## config.mk

```make
export PLATFORM = sky130hd
export DESIGN_NAME = cis_line_scheduler
export DESIGN_NICKNAME = d
export VERILOG_FILES = /design/src/rtl/cis_pkg.sv /design/src/rtl/cis_bank_tracker.sv /design/src/rtl/cis_line_scheduler.sv
export SDC_FILE = /design/constraint.sdc
export NUM_CORES = 1
export LEC_CHECK = 0
export CAP_MARGIN = 15
export CORE_MARGIN = 1
export CORE_UTILIZATION = 38
export CTS_BUF_LIST = sky130_fd_sc_hd__clkbuf_8
export DETAILED_ROUTE_END_ITERATION = 12
export PLACE_DENSITY = 0.76
export SLEW_MARGIN = 20
export SYNTH_ARGS = -nofsm -noshare
export SYNTH_HDL_FRONTEND = slang
export SYNTH_SLANG_ARGS = --single-unit
```

## constraint.sdc

```tcl
create_clock -name CLK -period 2.13 [get_ports CLK]
set_clock_uncertainty 0.2 [all_clocks]
set_input_delay 0.426 -clock CLK [delete_from_list [all_inputs] [get_ports CLK]]
set_output_delay 0.426 -clock CLK [all_outputs]
set_load 0.05 [all_outputs]
```

## src/rtl/cis_pkg.sv

```systemverilog
// -----------------------------------------------------------------------------
// cis_pkg
// Shared definitions for the CIS line scheduler:
//   - default geometry (pixels per sub-line, skipped dummy pixels, widths)
//   - colour codes carried on SI_CNT and in the write address
//   - write-address field offsets, expressed as functions of the pixel width
//   - FSM state encoding
// -----------------------------------------------------------------------------
package cis_pkg;

    localparam int PIX_CNT_DEF  = 2592;
    localparam int SKIP_PIX_DEF = 16;
    localparam int DATA_W_DEF   = 16;
    localparam int PIX_W_DEF    = 12;

    localparam int COL_W = 2;

    localparam logic [COL_W-1:0] COL_R = 2'd0;
    localparam logic [COL_W-1:0] COL_G = 2'd1;
    localparam logic [COL_W-1:0] COL_B = 2'd2;

    // WR_ADDR = {bank, colour, pixel}
    localparam int ADDR_PIX_LSB = 0;

    function automatic int addr_col_lsb(input int pix_w);
        return pix_w;
    endfunction

    function automatic int addr_bank_bit(input int pix_w);
        return pix_w + COL_W;
    endfunction

    // Colour that must follow a completed sub-line within a triplet.
    function automatic logic [COL_W-1:0] next_col(input logic [COL_W-1:0] col);
        case (col)
            COL_R:   return COL_G;
            COL_G:   return COL_B;
            default: return COL_R;
        endcase
    endfunction

    typedef enum logic [1:0] {
        ST_IDLE    = 2'd0,
        ST_SKIP    = 2'd1,
        ST_CAPTURE = 2'd2,
        ST_WAIT_SI = 2'd3
    } state_e;

endpackage

```

## src/rtl/cis_bank_tracker.sv

```systemverilog
// -----------------------------------------------------------------------------
// cis_bank_tracker
// Owns the ping-pong bank ownership state of the RGB line buffer.
//   CLK, RST       : clock, synchronous active-high reset
//   commit_i       : pulse, a non-dropped triplet has just been fully written
//                    into the current write bank
//   release_i[1:0] : per-bank pulse from the reader, bank has been consumed
//   full_o[1:0]    : bank holds a complete triplet awaiting readout
//   wbank_o        : bank the next triplet is written into
//   tgt_full_o     : the bank the next triplet would target is full; looks
//                    through a commit happening this cycle so a red SI that
//                    lands right on a completion sees the post-toggle bank
// -----------------------------------------------------------------------------
module cis_bank_tracker (
    input  logic       CLK,
    input  logic       RST,
    input  logic       commit_i,
    input  logic [1:0] release_i,
    output logic [1:0] full_o,
    output logic       wbank_o,
    output logic       tgt_full_o
);

    logic [1:0] full_q, full_d;
    logic       wbank_q, wbank_d;

    always_comb begin
        // Releases of banks that are not full simply clear an already-clear bit.
        full_d  = full_q & ~release_i;
        wbank_d = wbank_q;
        if (commit_i) begin
            full_d[wbank_q] = 1'b1;
            wbank_d         = ~wbank_q;
        end
    end

    assign tgt_full_o = commit_i ? full_q[~wbank_q] : full_q[wbank_q];
    assign full_o     = full_q;
    assign wbank_o    = wbank_q;

    always_ff @(posedge CLK) begin
        if (RST) begin
            full_q  <= 2'b00;
            wbank_q <= 1'b0;
        end else begin
            full_q  <= full_d;
            wbank_q <= wbank_d;
        end
    end

endmodule

```

## src/rtl/cis_line_scheduler.sv

```systemverilog
// -----------------------------------------------------------------------------
// cis_line_scheduler
// Sequences CIS pixel capture for the R, G and B sub-lines started by SI and
// writes them into a two-bank RGB line buffer, handing completed triplets to
// the reader via BANK_FULL / BANK_RELEASE.  Triplets that find their target
// bank still held by the reader are dropped and counted.
//
// Ports:
//   CLK, RST       : clock, synchronous active-high reset
//   ENABLE         : capture enable, only looked at in IDLE
//   SI, SI_CNT     : sensor start pulse and the colour of that sub-line
//   PIX_VALID/DATA : ADC sample strobe and sample
//   WR_EN/ADDR/DATA: line-buffer write port, WR_ADDR = {bank, colour, pixel}
//   BANK_FULL      : per-bank "complete triplet waiting" flags
//   BANK_RELEASE   : per-bank pulse from the reader
//   LINE_NUM       : completed triplets (wraps)
//   DROP_CNT       : dropped triplets (saturates)
//   LINE_ERR       : sticky, a sub-line was cut short by an early SI
//
// Build option: define CIS_SCHED_TEST_PATTERN_EN to replace PIX_DATA with
// {colour, LINE_NUM[5:0], pixel index} on WR_DATA; timing is unchanged.
// -----------------------------------------------------------------------------
module cis_line_scheduler
    import cis_pkg::*;
#(
    parameter int PIX_CNT  = PIX_CNT_DEF,
    parameter int SKIP_PIX = SKIP_PIX_DEF,
    parameter int DATA_W   = DATA_W_DEF,
    parameter int PIX_W    = PIX_W_DEF
) (
    input  logic              CLK,
    input  logic              RST,
    input  logic              ENABLE,
    input  logic              SI,
    input  logic [1:0]        SI_CNT,
    input  logic              PIX_VALID,
    input  logic [DATA_W-1:0] PIX_DATA,
    output logic              WR_EN,
    output logic [PIX_W+2:0]  WR_ADDR,
    output logic [DATA_W-1:0] WR_DATA,
    output logic [1:0]        BANK_FULL,
    input  logic [1:0]        BANK_RELEASE,
    output logic [15:0]       LINE_NUM,
    output logic [15:0]       DROP_CNT,
    output logic              LINE_ERR
);

    localparam int AW       = PIX_W + 3;
    localparam int COL_LSB  = addr_col_lsb(PIX_W);
    localparam int BANK_BIT = addr_bank_bit(PIX_W);

    localparam logic [PIX_W-1:0] LAST_PIX  = PIX_W'(PIX_CNT - 1);
    localparam logic [PIX_W-1:0] LAST_SKIP = PIX_W'(SKIP_PIX - 1);

    state_e             state_q, state_d;
    logic               si_q, si_d;
    logic [COL_W-1:0]   cur_col_q, cur_col_d;
    logic               col_vld_q, col_vld_d;   // cur_col holds a real colour
    logic [COL_W-1:0]   exp_col_q, exp_col_d;
    logic [PIX_W-1:0]   cnt_q, cnt_d;           // skip count, then pixel index
    logic               drop_q, drop_d;         // current triplet is dropped
    logic               line_err_q, line_err_d;
    logic               wr_en_q, wr_en_d;
    logic [AW-1:0]      wr_addr_q, wr_addr_d;
    logic [DATA_W-1:0]  wr_data_q, wr_data_d;
    logic               complete_q, complete_d; // high on the last blue write
    logic               done_drop_q, done_drop_d;
    logic [15:0]        line_num_q, line_num_d;
    logic [15:0]        drop_cnt_q, drop_cnt_d;

    logic si_rise, flush, rise, rise_r;
    logic start_trip, abort;
    logic commit, drop_evt;
    logic wbank, tgt_full;

    // Completion takes effect on the edge that ends the last blue write cycle.
    assign commit   = complete_q & ~done_drop_q;
    assign drop_evt = complete_q &  done_drop_q;

    cis_bank_tracker u_banks (
        .CLK        (CLK),
        .RST        (RST),
        .commit_i   (commit),
        .release_i  (BANK_RELEASE),
        .full_o     (BANK_FULL),
        .wbank_o    (wbank),
        .tgt_full_o (tgt_full)
    );

    // A rise repeating the colour already latched is a flush pulse; the very
    // first rise after reset can never be one.
    assign si_rise = SI & ~si_q;
    assign flush   = si_rise & col_vld_q & (SI_CNT == cur_col_q);
    assign rise    = si_rise & ~flush;
    assign rise_r  = rise & (SI_CNT == COL_R);

    always_comb begin
        // NOTE: every signal assigned here gets a default first, so no path
        // can leave one unassigned and infer a latch.
        state_d     = state_q;
        si_d        = SI;
        cur_col_d   = si_rise ? SI_CNT : cur_col_q;
        col_vld_d   = col_vld_q | si_rise;
        exp_col_d   = exp_col_q;
        cnt_d       = cnt_q;
        drop_d      = drop_q;
        line_err_d  = line_err_q;
        wr_en_d     = 1'b0;
        wr_addr_d   = wr_addr_q;
        wr_data_d   = wr_data_q;
        complete_d  = 1'b0;
        done_drop_d = done_drop_q;
        start_trip  = 1'b0;
        abort       = 1'b0;

        case (state_q)
            ST_IDLE: begin
                // Capture only ever starts on red; G/B rises here are ignored.
                if (rise_r && ENABLE) start_trip = 1'b1;
            end

            ST_SKIP: begin
                if (rise) begin
                    abort = 1'b1;
                end else if (PIX_VALID) begin
                    if (cnt_q == LAST_SKIP) begin
                        state_d = ST_CAPTURE;
                        cnt_d   = '0;
                    end else begin
                        cnt_d = cnt_q + PIX_W'(1);
                    end
                end
            end

            ST_CAPTURE: begin
                if (rise) begin
                    abort = 1'b1;
                end else if (PIX_VALID) begin
                    // Dropped triplets keep counting but never write.
                    wr_en_d                           = ~drop_q;
                    wr_addr_d[BANK_BIT]               = wbank;
                    wr_addr_d[COL_LSB +: COL_W]       = cur_col_q;
                    wr_addr_d[ADDR_PIX_LSB +: PIX_W]  = cnt_q;
`ifdef CIS_SCHED_TEST_PATTERN_EN
                    wr_data_d = DATA_W'({cur_col_q, line_num_q[5:0], cnt_q});
`else
                    wr_data_d = PIX_DATA;
`endif
                    if (cnt_q == LAST_PIX) begin
                        cnt_d = '0;
                        if (cur_col_q == COL_B) begin
                            complete_d  = 1'b1;
                            done_drop_d = drop_q;
                            exp_col_d   = COL_R;
                            state_d     = ST_IDLE;
                        end else begin
                            exp_col_d = next_col(cur_col_q);
                            state_d   = ST_WAIT_SI;
                        end
                    end else begin
                        cnt_d = cnt_q + PIX_W'(1);
                    end
                end
            end

            ST_WAIT_SI: begin
                if (rise) begin
                    if (SI_CNT == exp_col_q) begin
                        state_d = ST_SKIP;
                        cnt_d   = '0;
                    end else begin
                        abort = 1'b1;
                    end
                end
            end

            default: state_d = ST_IDLE;
        endcase

        // Out-of-order or early SI: the partial triplet is abandoned, and a
        // red rise immediately begins a fresh one.
        if (abort) begin
            line_err_d = 1'b1;
            exp_col_d  = COL_R;
            state_d    = ST_IDLE;
            start_trip = rise_r;
        end

        // The drop decision for the whole triplet is taken at its red rise.
        if (start_trip) begin
            state_d   = ST_SKIP;
            cnt_d     = '0;
            drop_d    = tgt_full;
            exp_col_d = COL_R;
        end

        line_num_d = commit ? line_num_q + 16'd1 : line_num_q;
        drop_cnt_d = (drop_evt && drop_cnt_q != 16'hFFFF) ? drop_cnt_q + 16'd1 : drop_cnt_q;
    end

    // NOTE: sequential state uses non-blocking assignments only, so every flop
    // samples the values computed before this edge regardless of block order.
    always_ff @(posedge CLK) begin
        if (RST) begin
            state_q     <= ST_IDLE;
            si_q        <= 1'b0;
            cur_col_q   <= COL_R;
            col_vld_q   <= 1'b0;
            exp_col_q   <= COL_R;
            cnt_q       <= '0;
            drop_q      <= 1'b0;
            line_err_q  <= 1'b0;
            wr_en_q     <= 1'b0;
            wr_addr_q   <= '0;
            wr_data_q   <= '0;
            complete_q  <= 1'b0;
            done_drop_q <= 1'b0;
            line_num_q  <= '0;
            drop_cnt_q  <= '0;
        end else begin
            state_q     <= state_d;
            si_q        <= si_d;
            cur_col_q   <= cur_col_d;
            col_vld_q   <= col_vld_d;
            exp_col_q   <= exp_col_d;
            cnt_q       <= cnt_d;
            drop_q      <= drop_d;
            line_err_q  <= line_err_d;
            wr_en_q     <= wr_en_d;
            wr_addr_q   <= wr_addr_d;
            wr_data_q   <= wr_data_d;
            complete_q  <= complete_d;
            done_drop_q <= done_drop_d;
            line_num_q  <= line_num_d;
            drop_cnt_q  <= drop_cnt_d;
        end
    end

    assign WR_EN    = wr_en_q;
    assign WR_ADDR  = wr_addr_q;
    assign WR_DATA  = wr_data_q;
    assign LINE_NUM = line_num_q;
    assign DROP_CNT = drop_cnt_q;
    assign LINE_ERR = line_err_q;

endmodule

```

Word level (Yosys, flattened, before mapping)
Index checks and enable logic that the tools add are counted.
Word-level totals
  input port bits: 25
  output and inout bits: 67
  flip-flop bits (word level): 91
  logic and storage cells: 128
Cells by class
  equal/unequal tests: 26
  mux-type cells: 39
  bitwise operators: 20
  reductions and logical operators: 19
  add/sub/neg operators: 3
  magnitude comparators: 3
Operator list (count)
  2-to-1 mux 12 bit: 8
  case mux 12 bit (3 select lines): 1
  adder 16 x 1 -> 16 bit (second input constant): 2
  inequality test 4 bit (second input constant): 8
  2-to-1 mux 2 bit: 11
  AND reduction 9 bit: 2
  inequality test 16 bit (second input constant): 1
  inequality test 2 bit (second input constant): 8
  2-to-1 mux 1 bit: 15
  adder 12 x 1 -> 12 bit (second input constant): 1
  equality test 12 bit (second input constant): 1
  equality test 12 x 4 -> 1 bit (second input constant): 1
  NOT 1 bit: 9
  AND 1 bit: 7
  AND reduction 7 bit: 1
  equality test 2 bit (second input constant): 3
  zero test 2 bit: 3
  case mux 2 bit (3 select lines): 1
  AND reduction 5 bit: 1
  nonzero test 5 bit: 1
  OR reduction 5 bit: 1
  equality test 2 x 1 -> 1 bit (second input constant): 2
  equality test 2 bit: 2
  less-than comparator 1 x 2 -> 1 bit (second input constant): 2
  15 further kinds: 18

Depth between registers and ports, before layout
Gate-level depths: netlist (run 1).
  word-level depth: 13
  mapped depth: 9
  gate-level depth less buffers: 7

Cells and area by module
A second synthesis (run 1) with hierarchy kept.
Second synthesis, totals
  cells, all modules: 463
  area total of the unflattened synthesis: 3891.2 um2
Modules (own cells, without submodules)
  cis_line_scheduler: area an instance 3772.4 um2, instances 1, sequential area each 1761.7 um2, cells each 451
  cis_bank_tracker: area an instance 118.9 um2, instances 1, sequential area each 60.1 um2, cells each 12

Worst setup path after synthesis (run 1)
Ideal clock, no wire load.
  path type: register to register
  start point: reg drop_cnt_q[3] (netlist: DROP_CNT[3])
  end point: reg drop_cnt_q[15] (netlist: DROP_CNT[15])
  arrival: 2.072 ns
  buffers on the path: 0
  slack: -0.270 ns
  cell stages (with the launch flop): 6
  data required time: 1.802 ns
  period minus slack after synthesis: 2.400 ns
  library setup time: 0.128 ns
  cell sequence: dfxtp_1 -> nand4_1 -> or4_1 -> a2111oi_2 -> xnor2_1 -> nor2_1
On the way
  cells in the longest elaborated chain, start to end: 2
  elaborated cells between the ends (all ways): 3
  classes of those cells: add/sub: 1; eq/ne: 1; reduce/logical: 1
Ends and longest elaborated chain
  start: declaration: RTL line cis_line_scheduler.sv:69  | logic [15:0] drop_cnt_q, drop_cnt_d;
  start signal: assignment: RTL line cis_line_scheduler.sv:235  | drop_cnt_q <= drop_cnt_d;
  parallel branches: the longest is 2 deep, another holds adder 16 x 1 -> 16 bit
Parallel ways; which one is timed is not known.
A chain may end at the register's enable or synchronous reset.

Worst setup path after layout (run 1)
  start point: reg cnt_q[1]
  end point: reg state_q[0]
On the way
  cells in the longest elaborated chain, start to end: 3
  elaborated cells between the ends (all ways): 5
  classes of those cells: eq/ne: 4; reduce/logical: 1
Ends and longest elaborated chain
  start: declaration: RTL line cis_line_scheduler.sv:60  | logic [PIX_W-1:0] cnt_q, cnt_d;
  start signal: assignment: RTL line cis_line_scheduler.sv:226  | cnt_q <= cnt_d;
  equality test 12 bit or equality test 12 x 4 -> 1 bit (tied branches): RTL line cis_line_scheduler.sv:149, cis_line_scheduler.sv:126
  inequality test 4 bit (no line)
  AND reduction 9 bit (no line) *
  end signal: assignment: RTL line cis_line_scheduler.sv:221  | state_q <= state_d;
  end: declaration: RTL line cis_line_scheduler.sv:55  | state_e state_q, state_d;
Mark *: on every way between the ends. The rest lies on a longest branch, timed or not.

==> qor.yml, run 1 <==
outcome:
  status: "complete, but fails checks"
  failed_checks: "setup timing"
worst_hold_path:
  min_path_type: "in -> reg"
clocking:
  cts.sinks: 91
  clk_latency_ps: 360
  cts_buffers: 9
  clk_pin_slew_ps: 100
  root_buffer: "clkbuf_8"
  clock_path_buffers: 2
  cts-htree-levels: 3
  hold_buffers: 0
  cts_tree: "done"
placement:
  post-dp-hpwl_um: 7300
  placed_cell_area_um2: 5530
  place.gp.congestion: 0.813
  place_worst_setup_slack_ps: -670
  port_buffers: 91
synthesis:
  yosysMostFrequentCell: "dfxtp_1"
  ys_seq_area_share_pct: 43.8
  synth_edf_count: 0
  yosys.area.top_type: "dfxtp_1"
  yosysWarnings: 0
  yosys-top-cells-count: "dfxtp_1 (91), nand2_1 (83), a21oi_1 (50)"
  synthTopCellsByArea: "dfxtp_1 (44%), nand2_1 (7.5%), a21oi_1 (6.0%), nor2_1 (3.9%), xnor2_1 (3.6%)"
  syn_inst: 485
  yosysTopAreaCellShare_pct: 43.8
  ys_ff_latch: 91
  syn-num-nets: 518
  netlist_area_um2: 4160
  syn_avg_cell_area_um2: 8.59
  synth-main-ff-cell: "dfxtp_1"
  async_reset_ff_share_pct: 0
  ys_types: 62
grt:
  grt_pass1_vias: 3763
  grt_first_pass_wirelength_um: 17700
  grt_use_total_pct: 19.2
  overflow: 0
  grt_antenna_before_repair: 0
  grt_max_degree: 75
worst_setup_path:
  arrival_ps: 2350
  path_buf_inv: 0
  max_stage_delay_ps: 510
  cp_max_fo: 3
  cp_cell_sequence: "ha_4, or4b_4, o31ai_4, o211ai_1, o2111a_1, a2111oi_2"
  cp_top_family: "compound AO/OA/AOI/OAI gates"
  slowest_stage: "or4b_4"
  required_ps: 2190
  crit_type: "reg -> reg"
  endpoint_kind: "flop"
  worstSetupStartpointType: "flop"
sta:
  fmax_mhz: 437
  final.setup.worst_slack_ps: -156
  rsz0062_at_grt: "yes"
  worst_slew_pin_slew_ps: 525
  slew_headroom_pct: 64.1
  setup_viol: 16
  drv_slew: 0
  holdWs_ps: 235
  finalCritPeriodShare_pct: 107
  period_needed_ps: 2290
  hold_viol_final: 0
cells_and_area:
  layout-drive-gt1-share_pct: 27.7
  final_core_util_pct: 56.3
  nets: 650
  fillerInstances: 953
  area_growth_pct: 41.5
  final_area_um2: 5890
  antenna_cells: 0
floorplanning:
  num_rows: 37
  die_area_um2: 11400
  io_pins: 92
  start_util_pct: 39.8
  die_w_um: 107
  core-area_um2: 10500
  die_h_um: 107
drt:
  vias: 3929
  initialDrtViolationCount: 199
  wl_per_cell_um: 14.1
  ant_nets: 0
  drc: 0
  wl_um: 10700
  drt_pre_antenna_iters: 4
  vias_per_cell: 5.18
pwr:
  peakVddDrop_mv: 0.398
  powerDensity_nw_per_um2: 688
  p_leak_nw: 2.35
  power_w: 0.00405
job:
  drv_cap: 0
==> final timing paths <==
check	startpoint	to	slack [ps]	cells past startpoint
hold / removal	SI	si_q	240	2
hold reg to reg	WR_ADDR[2]	WR_ADDR[2]	260	2
setup reg to reg	cnt_q[1]	state_q[0]	-160	6
setup / recovery	cnt_q[1]	state_q[0]	-160	6
==> per-layer routing <==
metal,part of all wire [%],GRT usage (%),vias to the layer above
met2,48,31.8,115
met1,45,24.8,1841
met4,1.4,8.02,0
met5,0,0,-
li1,-,-,1960
met3,5.8,2.98,13
==> power by group <==
group / internal [W] / switching, W
clock network: 0.000566 / 0.000664
logic: 0.000443 / 0.000580
registers: 0.00176 / 0.0000406
total: 0.00277 / 0.00128
==> cells by family (layout without fill, tap and decap cells) <==
kind of cell / Yosys count / in the layout / synth area share [%]
adders and majority gates: 8 / 8 / 2.40
and+or+nand+nor: 208 / 208 / 24.3
muxes: 11 / 11 / 2.70
DFF: 91 / 91 / 43.8
xor gates and xnor gates: 32 / 32 / 7.09
AOI/OAI and AO/OA: 95 / 97 / 15.8
buffers and inverters: 40 / 175 / 3.97
==> stage by stage <==
step	std cells	setup TNS, ps
after floorplan	485	-358
after global placement	735	-20150
after detailed placement	735	-22670
after CTS	756	-2230
after global routing	758	-2830
final	758	-1730
==> cells in the final DEF (no fill, tap or decap), drive strengths merged, types with 2 or more instances in the layout <==
cell / netlist / routed
a211o: 2 / 4
nand3: 17 / 17
or2: 2 / 2
nor2: 44 / 44
dlygate4sd2: 0 / 21
clkdlybuf4s50: 0 / 19
a211oi: 6 / 6
or4: 11 / 11
a2111oi: 3 / 3
inv: 15 / 20
o21ai: 6 / 6
clkbuf: 20 / 9
mux2: 2 / 2
nand2: 83 / 83
ha: 8 / 8
nor2b: 6 / 6
o21a: 2 / 2
xnor2: 17 / 17
nand4bb: 2 / 2
nand2b: 2 / 2
nor4: 3 / 3
nand4: 11 / 11
and3: 4 / 4
mux2i: 9 / 9
or3: 5 / 5
nor3: 8 / 8
a21oi: 51 / 51
dfxtp: 91 / 91
o31ai: 13 / 13
xor2: 15 / 15
dlymetal6s2s: 0 / 5
buf: 5 / 98
and2: 3 / 3
==> layout make-up <==
type | instances | area [um^2] | area share (%)
sequential | 91 | 1860 | 31.5
clock buffer | 9 | 124 | 2.10
clock inverter | 7 | 82.6 | 1.40
inverter | 15 | 61.3 | 1.04
timing repair buffer | 144 | 1250 | 21.2
tap | 136 | 170 | 2.89
multi-input combinational | 356 | 2350 | 39.9
==> flip-flops by register name (all words and copies together) (netlist names), 2 cells and up <==
signal          count
DROP_CNT           16
LINE_NUM           16
WR_DATA            16
WR_ADDR            15
cnt_q              12
cur_col_q           2
exp_col_q           2
state_q             2
u_banks.full_o      2
==> worst reg2reg max path, cell delays in order (launching register included) <==
cell	delay [ps]
dfxtp_4	370
ha_4	140
or4b_4	510
o31ai_4	290
o211ai_1	150
o2111a_1	270
a2111oi_2	260
==> what timing repair did <==
action,in CTS,in global routing
setup endpoints to repair,54,23
buffers inserted,3,2
gates cloned,2,0
pin swaps,7,9
resized for setup,35,19
No activity file was read; power rests on OpenSTA's default activity.
==> run 2, diff against run 1 <==
CORE_MARGIN = default   (was 1)
==> results of run 2 <==
The final DEF is identical to that of run 1; final timing and power are the same.
==> run 3, diff against run 2 <==
CAP_MARGIN = default   (was 15)
CORE_MARGIN = 2   (was default)
==> run 3 against run 2 <==
The run still ends with setup timing left. First-iteration DRC count rose by 22%. Sequential power barely moved. Count of clock-buffer cells in the layout rose by 2. Fmax fell by 5.5%. Clock power rose by 5%. Setup slack got worse by 130 ps. Combinational power rose by 16%. Core utilization rose by 0.72 points. Critical endpoint unchanged.
==> qor.yml, run 3 (synthesized netlist as in run 1, its figures left out) <==
sta:
  period_needed_ps: 2420  # was 2290 ps
  final.setup.worst_slack_ps: -288  # was -156 ps
  hold_viol_final: 0  # unchanged
  finalCritPeriodShare_pct: 114  # was 107%
  drv_slew: 0  # unchanged
  slew_headroom_pct: 60.9  # was 64.1%
  fmax_mhz: 414  # was 437 MHz
  setup_viol: 17  # was 16
  worst_slew_pin_slew_ps: 572  # was 525 ps
  rsz0062_at_grt: "yes"  # unchanged
clocking:
  clk_latency_ps: 350  # was 360 ps
  cts_tree: "done"  # unchanged
  cts-htree-levels: 3  # unchanged
  cts_buffers: 9  # unchanged
  hold_buffers: 0  # unchanged
  clock_path_buffers: 2  # unchanged
  root_buffer: "clkbuf_8"  # unchanged
  clk_pin_slew_ps: 90  # was 100 ps
  cts.sinks: 91  # unchanged
grt:
  use_met1_pct: 22.9  # was 24.8%
  overflow: 0  # unchanged
  gr-usage-met2_pct: 31.5  # was 31.8%
  grt_pass1_vias: 3783  # was 3763
  grt_antenna_before_repair: 0  # unchanged
  grt_first_pass_wirelength_um: 17500  # was 17700 um
  grt-busiest-layer: "met2"  # unchanged
  grtUsageMet3_pct: 3.65  # was 2.98%
  grt_max_degree: 75  # unchanged
  grt_use_total_pct: 18.5  # was 19.2%
placement:
  port_buffers: 91  # unchanged
  place.gp.congestion: 0.873  # was 0.813
  post-dp-hpwl_um: 7410  # was 7300 um
  placed_cell_area_um2: 5590  # was 5530 um^2
  place_worst_setup_slack_ps: -804  # was -670 ps
floorplanning:
  die_h_um: 109  # was 107 um
  die_area_um2: 11800  # was 11400 um^2
  num_rows: 38  # was 37
  core-area_um2: 10700  # was 10500 um^2
  die_w_um: 109  # was 107 um
  start_util_pct: 38.8  # was 39.8%
  io_pins: 92  # unchanged
job:
  drv_cap: 0  # unchanged
worst_hold_path:
  min_path_type: "in -> reg"  # unchanged
worst_setup_path:
  arrival_ps: 2460  # was 2350 ps
  worstSetupStartpointType: "flop"  # unchanged
  r2r_setup_slack_ps: -290  # was -160 ps
  cp_max_fo: 3  # unchanged
  required_ps: 2170  # was 2190 ps
  endpoint_kind: "flop"  # unchanged
  crit_type: "reg -> reg"  # unchanged
drt:
  vias_per_cell: 5.29  # was 5.18
  drc: 0  # unchanged
  drt_pre_antenna_iters: 5  # was 4
  ant_nets: 0  # unchanged
  initialDrtViolationCount: 242  # was 199
  vias: 4116  # was 3929
  wl_per_cell_um: 14.6  # was 14.1 um
  wl_um: 11300  # was 10700 um
cells_and_area:
  final_core_util_pct: 57.0  # was 56.3%
  nets: 667  # was 650
  most-common-layout-cells: "buf_4 (96), nand2_1 (83), dfxtp_1 (69), a21oi_1 (47), nor2_1 (42)"  # was buf_4 (90), nand2_1 (82), dfxtp_1 (70), a21oi_1 (49), nor2_1 (42)
  area_growth_pct: 47.2  # was 41.5%
  layout-drive-gt1-share_pct: 30.1  # was 27.7%
  final_area_um2: 6130  # was 5890 um^2
  final_common_cell: "buf_4"  # unchanged
  antenna_cells: 0  # unchanged
outcome:
  failed_checks: "setup timing"  # unchanged
  status: "complete, but fails checks"  # unchanged
pwr:
  powerDensity_nw_per_um2: 695  # was 688 nW/um^2
  peakVddDrop_mv: 0.284  # was 0.398 mV
  p_leak_nw: 2.57  # was 2.35 nW
## run 3: stage by stage
step	std cells	setup TNS, ps	power [W]	hold WS [ps]
2_1_floorplan	485	-358	0.00240	224
3_3_place_gp	746	-20890	0.00270	238
3_5_place_dp	746	-24210	0.00274	248
4_1_cts	771	-2540	0.00414	254
5_1_grt	778	-4100	0.00445	219
6_report	778	-3420	0.00426	207
## run 3: power by group
group          internal [W]  switching [W]
clock network      0.000712       0.000577
registers           0.00176      0.0000382
logic              0.000513       0.000664
## run 3: worst paths after layout
kind | startpoint | end | depth (start not counted)
worst min register to register | LINE_ERR | LINE_ERR | 2
worst max register to register | cnt_q[0] | state_q[0] | 6
worst min-delay path | SI_CNT[1] | cur_col_q[1] | 3
worst max-delay path | cnt_q[0] | state_q[0] | 6
## run 3: metal layers
metal,vias up,wire length (um)
li1,1997,-
met1,1953,4650
met2,145,5650
met3,21,786
met4,0,242
met5,-,0
## run 3: worst max-delay path, stage by stage (launching register included)
cell	delay, ps
dfxtp_4	370
ha_4	140
or4b_4	520
o31ai_4	280
o211ai_1	200
o2111a_1	310
a2111oi_2	280
## run 3: cell type report
| type | count | area [um^2] |
|---|---|---|
| fillers | 934 | 4620 |
| multi-input cells | 358 | 2410 |
| flip-flops and latches | 91 | 1860 |
| repair buffers | 159 | 1400 |
| well taps | 140 | 175 |
| clock buffers | 11 | 151 |
| clock inverters | 4 | 67.6 |
| inverters | 15 | 61.3 |
## run 3: repair_timing
action / 4_1_cts / 5_1_grt
gates cloned: 2 / 2
gates resized for setup: 34 / 45
endpoints found under the setup margin: 42 / 34
pin swaps: 10 / 14
buffers inserted: 8 / 5
==> RTL edit 1 (settings of run 2) <==
Re-encode `state_e` (4 states) as one-hot, 4 bits wide.
--- a/src/rtl/cis_pkg.sv
+++ b/src/rtl/cis_pkg.sv
@@ -39,11 +39,11 @@
         endcase
     endfunction
 
-    typedef enum logic [1:0] {
-        ST_IDLE    = 2'd0,
-        ST_SKIP    = 2'd1,
-        ST_CAPTURE = 2'd2,
-        ST_WAIT_SI = 2'd3
+    typedef enum logic [3:0] {
+        ST_IDLE    = 4'b0001,
+        ST_SKIP    = 4'b0010,
+        ST_CAPTURE = 4'b0100,
+        ST_WAIT_SI = 4'b1000
     } state_e;
 
 endpackage
Check against the original RTL: no difference found for any inputs over 10 cycles, from zero or initial values and one cycle with RST high; not proved beyond that.
==> RTL edit 1 against run 2 <==
Sequential cell count increased by 2. Worst setup slack improved by 0.080 ns. The flow still finishes with violations (setup timing). Synthesized area decreased by 2.6%. Non-clock buffer count decreased by 7. Wire length decreased by 4.2%. Final area decreased by 4.6%. Final cell count decreased by 1.5%.
Power is not compared: it rests on default switching activity, and its combinational part moved more than twofold at a synthesized area within 25%.
==> RTL edit 1: results (changes against run 2) <==
Status
  • Result of the run: finished with violations
  • Violated checks: setup timing

Placement
  • Post-detail-place hpwl: 7200 µm (-1.3%)
  • DP Area: 5290 µm² (-4.4%)
  • Number of buffers added on ports: 91 (unchanged)
  • Gp weighted congestion: 0.837 (+2.9%)

Critical path
  • Crit. Startpoint: cnt_q[5]
  • Data arrival time at the worst-slack endpoint: 2.27 ns (-0.08 ns)
  • Max incr delay on CP: 0.57 ns (+0.06 ns)
  • Max FO, Critical Path: 3 (unchanged)
  • Highest-delay cell along the critical path: sky130_fd_sc_hd__or4_4

Detailed routing
  • Met2 layer wire length in the routed design: 5160 µm (+0.49%)
  • DRC: 0 (unchanged)
  • Post-DR vias/cell: 5.00 (-3.6%)
  • Wire length on met1: 4540 µm (-5.5%)
  • Average detailed-routed wire length per instance: 13.8 µm (-2.7%)
  • Initial DRC count: 149 (-25%)
  • Met3 routed wirelength: 395 µm (-37%)
  • First-pass DRT Iterations: 4 (unchanged)
  • Highest signal layer in the routed design: met4

Final layout
  • Net count reported at finish: 635 (-2.3%)
  • Antenna fix cells: 0 (unchanged)
  • Fraction of layout instances using a drive strength above 1: 0.255 (-0.0212)

Global routing
  • Overall routing resource usage: 0.192 (about the same)
  • Global-route wire length before repair: 17,200 µm (-2.5%)
  • Vias in the first global route: 3,716 (-1.2%)
  • Maximum number of pins on one net before global-route repair: 80 (+6.7%)
  • Antenna violations before repair: 0 (unchanged)

STA
  • Headroom to the max-slew limit: 0.656 (+0.0147)
  • Final setup viols: 7 (-9)
  • Final Worst Setup Slack: -0.0758 ns (+0.0799 ns)

Power and ir drop
  • Maximum ir drop on the vdd rail: around 340 µV
  • Reported leakage power: 2.29 nW

Clock network
  • Number of H-tree levels: 3 (unchanged)
  • Deepest clock path buffer count: 2 (unchanged)
  • CTS buffer count: 9 (unchanged)
  • Clock Pin Slew Worst Setup and Hold Paths: 0.09 ns
  • Library cell used as clock root buffer: sky130_fd_sc_hd__clkbuf_8
  • Skew-Pair Late Insertion Delay: around 0.37 ns
  • CTS Hold Bufs: 0 (unchanged)

Logic synthesis
  • Post-Syn Nets: 508 (-1.9%)
  • Yosys Warn Count: 0 (unchanged)
  • Portion of the post-synthesis area used by sequential elements: 0.459 (+0.0216)
  • Count of distinct cell types in the synthesized netlist: 51 (-18%)
  • Ranking of synthesized cells by area: sky130_fd_sc_hd__dfxtp_1 (46%), sky130_fd_sc_hd__nand2_1 (8.2%), sky130_fd_sc_hd__a21oi_1 (5.9%), sky130_fd_sc_hd__nor2_1 (5.6%), sky130_fd_sc_hd__xor2_1 (5.4%)
  • Ranking of synthesized cells by instance count: sky130_fd_sc_hd__dfxtp_1 (93), sky130_fd_sc_hd__nand2_1 (89), sky130_fd_sc_hd__nor2_1 (60)
  • Post-synthesis cell type with the largest combined area: sky130_fd_sc_hd__dfxtp_1
  • FFs w/ async S/R, synth: 0 (unchanged)
  • Dominant synthesized flop cell: sky130_fd_sc_hd__dfxtp_1
  • Flop and latch count out of synthesis: 93 (+2.2%)

Min path
  • Critical hold path startpoint: WR_DATA[2]
  • Type of the most critical hold path: reg2reg
==> RTL edit 1: cell count changes after synthesis, sizes merged, moves of 5 or more <==
cell	run 2	this run
nor2	44	60
o31ai	13	1
or4	11	1
xor2	15	25
and3	4	11
inv	15	8
nand2	83	89
ha	8	3
==> RTL edit 1: cells by family after synthesis <==
| kind of cell | after synthesis | share of synthesized area |
|---|---|---|
| AO/OA/AOI/OAI | 73 | 0.104 |
| XOR/XNOR | 38 | 0.0821 |
| adder cells (fa/ha/maj) | 3 | 0.00926 |
| buffers and inverters | 29 | 0.0309 |
| flip-flops | 93 | 0.459 |
| multiplexers | 10 | 0.0256 |
| AND/OR/NAND/NOR | 234 | 0.289 |
==> RTL edit 1: critical path: cells and delay by family (launching register included) <==
kind / cells / cell delay [ns]
mux: 1 / 0.22
flops: 1 / 0.33
compound gates: 1 / 0.16
simple gates: 4 / 1.18
==> RTL edit 1: cell type report <==
cell class | count | area, µm²
multi-input combinational | 358 | 2180
fill | 931 | 4700
timing repair buffer | 137 | 1160
sequential | 93 | 1880
inverter | 8 | 30.0
clock buffer | 12 | 165
tap | 136 | 170
clock inverter | 3 | 43.8
==> RTL edit 1: routing by layer <==
metal  up-vias  GRT usage
met4         0     0.0724
met1      1761      0.226
met2        75      0.334
li1       1880          -
met5         -          0
met3        17     0.0476
==> RTL edit 1: power by group <==
| part | internal [mW] | total [mW] | switching [mW] |
|---|---|---|---|
| logic | 0.120 | 0.231 | 0.111 |
| registers | 1.75 | 1.76 | 0.0116 |
| clock network | 0.633 | 1.26 | 0.624 |
==> RTL edit 1: worst paths after layout <==
check	to	slack, ns	cells past startpoint
worst max-delay path	state_q[3]	-0.08	6
worst min-delay path	WR_DATA[2]	0.26	2
worst max register to register	state_q[3]	-0.08	6
worst min register to register	WR_DATA[2]	0.26	2
==> RTL edit 1: timing repair <==
| action | CTS | global route |
|---|---|---|
| setup buffers | 2 | 2 |
| hold endpoints to repair | 0 | 0 |
| pin swaps | 4 | 6 |
| gates resized for setup | 36 | 22 |
| endpoints found under the setup margin | 51 | 26 |
| gates cloned | 1 | 0 |
==> RTL edit 1: per-stage QoR <==
stage	total power [mW]	hold slack (ns)	cells	setup slack [ns]	setup TNS, ns
after global routing	3.38	0.276	747	-0.160	-1.68
after floorplan	1.92	0.226	480	0.00752	0
final	3.25	0.257	747	-0.0758	-0.338
after detailed placement	2.01	0.250	727	-0.482	-21.17
after global placement	2.01	0.242	727	-0.438	-19.01
after CTS	3.27	0.257	745	-0.0806	-0.345
==> RTL edit 2 (config.mk and constraints of run 2) <==
Made on the original files. Change the package constant `DATA_W_DEF` from 16 to 18.
--- a/src/rtl/cis_pkg.sv
+++ b/src/rtl/cis_pkg.sv
@@ -10,7 +10,7 @@
 
     localparam int PIX_CNT_DEF  = 2592;
     localparam int SKIP_PIX_DEF = 16;
-    localparam int DATA_W_DEF   = 16;
+    localparam int DATA_W_DEF   = 18;
     localparam int PIX_W_DEF    = 12;
 
     localparam int COL_W = 2;
Interface: changed (resized PIX_DATA and WR_DATA); port bits go from 92 to 96. The function was not compared with the original's and may differ.
==> RTL edit 2 against run 2 <==
Final area grew 3.8%. The run still ends with setup timing left. Synthesized area grew 1.4%. Worst setup slack lost 0.083 ns. Critical endpoint is now cnt_q[7]. Sequential cell count grew 2. Final cell count grew 4.6%. Count of clock-buffer cells in the layout is the same. Total power grew 1.2%. Non-clock buffer count grew 17. Die area grew 1.4%. Fmax shrank 3.5%. Highest routed layer unchanged. Wire length grew 8.5%.
==> RTL edit 2: results (changes against run 2) <==
STA
  • Headroom to the max-slew limit: 0.665 (+0.0237)
  • Setup total negative slack: -2.78 ns (-1.05 ns)
  • Final setup viols: 17 (+1)
  • Final Worst Setup Slack: -0.238 ns (-0.0827 ns)

Logic synthesis
  • Multiplexer fraction of the synthesized cell area: 0.0270 (-0.0000723)
  • Portion of the post-synthesis area used by sequential elements: 0.441 (+0.00352)
  • Post-Syn Nets: 531 (+2.5%)
  • Ranking of synthesized cells by area: sky130_fd_sc_hd__dfxtp_1 (44%), sky130_fd_sc_hd__nand2_1 (8.3%), sky130_fd_sc_hd__a21oi_1 (6.4%), sky130_fd_sc_hd__nor2_1 (3.7%), sky130_fd_sc_hd__xor2_1 (3.3%)
  • Adder-cell share of the synthesized area: 0.0237 (-0.000328)
  • Ranking of synthesized cells by instance count: sky130_fd_sc_hd__dfxtp_1 (93), sky130_fd_sc_hd__nand2_1 (93), sky130_fd_sc_hd__a21oi_1 (54)
  • Complex-gate fraction of the synthesized area: 0.156 (-0.00185)

Critical path
  • Max FO, Critical Path: 7 (+4)
  • FF-to-FF End: cnt_q[7]
  • Depth of the worst register-to-register path: 8 (+2)
  • Highest-delay cell along the critical path: sky130_fd_sc_hd__or4b_4
  • Data arrival time at the worst-slack endpoint: 2.41 ns (+0.06 ns)

Min path
  • Number of cells on the worst hold path: 2 (unchanged)

Final layout
  • Non-CTS buffers: 161 (+12%)
  • Invs w/o clock: 12 (-3)
  • Count of sequential standard cells: 93 (+2.2%)
  • Net count reported at finish: 683 (+5.1%)
  • Register share of the cell area: 0.310 (-0.00499)
  • Fraction of layout instances using a drive strength above 1: 0.285 (+0.00831)
  • Proportion of cell area spent on the clock network: 0.0315 (-0.00353)
  • Total number of multi-input combinational cells: 371 (+4.2%)
  • Fraction of area in multi-input gates: 0.396 (-0.00294)
  • Non-clock buffer area fraction after layout: 0.227 (+0.0147)

Clock network
  • Library cell used as clock root buffer: sky130_fd_sc_hd__clkbuf_8

Global routing
  • Maximum number of pins on one net before global-route repair: 78 (+4.0%)
  • Global-route wire length before repair: 18,100 µm (+2.3%)
  • Vias in the first global route: 3,834 (+1.9%)
  • Overall routing resource usage: 0.198 (+0.00574)

Detailed routing
  • Average detailed-routed wire length per instance: 14.7 µm (+3.8%)
  • Post-DR vias/cell: 5.23 (+0.82%)
  • Initial DRC count: 217 (+9.0%)

Placement
  • DP Area: 5650 µm² (+2.2%)
  • Gp weighted congestion: 0.882 (+8.5%)
  • Number of buffers added on ports: 95 (+4.4%)
  • Post-detail-place hpwl: 7640 µm (+4.7%)

Status
  • Violated checks: setup timing
  • Result of the run: finished with violations

Power and ir drop
  • Maximum ir drop on the vdd rail: 372 µV (-6.7%)
  • Reported leakage power: 2.41 nW (+2.8%)

Floorplan
  • Standard cell core area: 10,800 µm² (+3.6%)
-- RTL edit 2: cell types whose count changed in the layout (fill, tap and decap cells not counted), moves of 4 or more --
| cell | change |
|---|---|
| sky130_fd_sc_hd__a21oi_1 | -7 |
| sky130_fd_sc_hd__dlygate4sd2_1 | +8 |
| sky130_fd_sc_hd__a21oi_2 | +11 |
| sky130_fd_sc_hd__dfxtp_1 | +8 |
| sky130_fd_sc_hd__dlymetal6s2s_1 | -4 |
| sky130_fd_sc_hd__nand2_1 | +11 |
| sky130_fd_sc_hd__dfxtp_2 | -9 |
| sky130_fd_sc_hd__buf_4 | +9 |
| sky130_fd_sc_hd__xnor2_1 | -6 |
-- RTL edit 2: stage by stage --
step / utilization / hold WS (ns) / cells / setup WS [ns]
after detailed placement: 0.521 / 0.248 / 758 / -0.702
after global routing: 0.564 / 0.140 / 793 / -0.294
after CTS: 0.548 / 0.258 / 782 / -0.168
final: 0.564 / 0.108 / 793 / -0.238
after floorplan: - / 0.224 / 496 / -0.0345
after global placement: 0.521 / 0.236 / 758 / -0.610
-- RTL edit 2: what timing repair did --
item | CTS | global route
gates resized for setup | 41 | 24
endpoints found under the setup margin | 77 | 30
pin swaps | 8 | 9
setup buffers | 4 | 10
endpoints found under the hold margin | 0 | 0
gates cloned | 4 | 1
-- RTL edit 2: routing by layer --
metal	wire, µm	global-route usage
met5	0	0
met3	622	0.0345
met4	232	0.0851
met2	5660	0.331
met1	5120	0.249
-- RTL edit 2: report_power, final --
group / switching [mW] / internal, mW
Sequential: 0.0365 / 1.79
Clock: 0.625 / 0.538
Combinational: 0.639 / 0.470
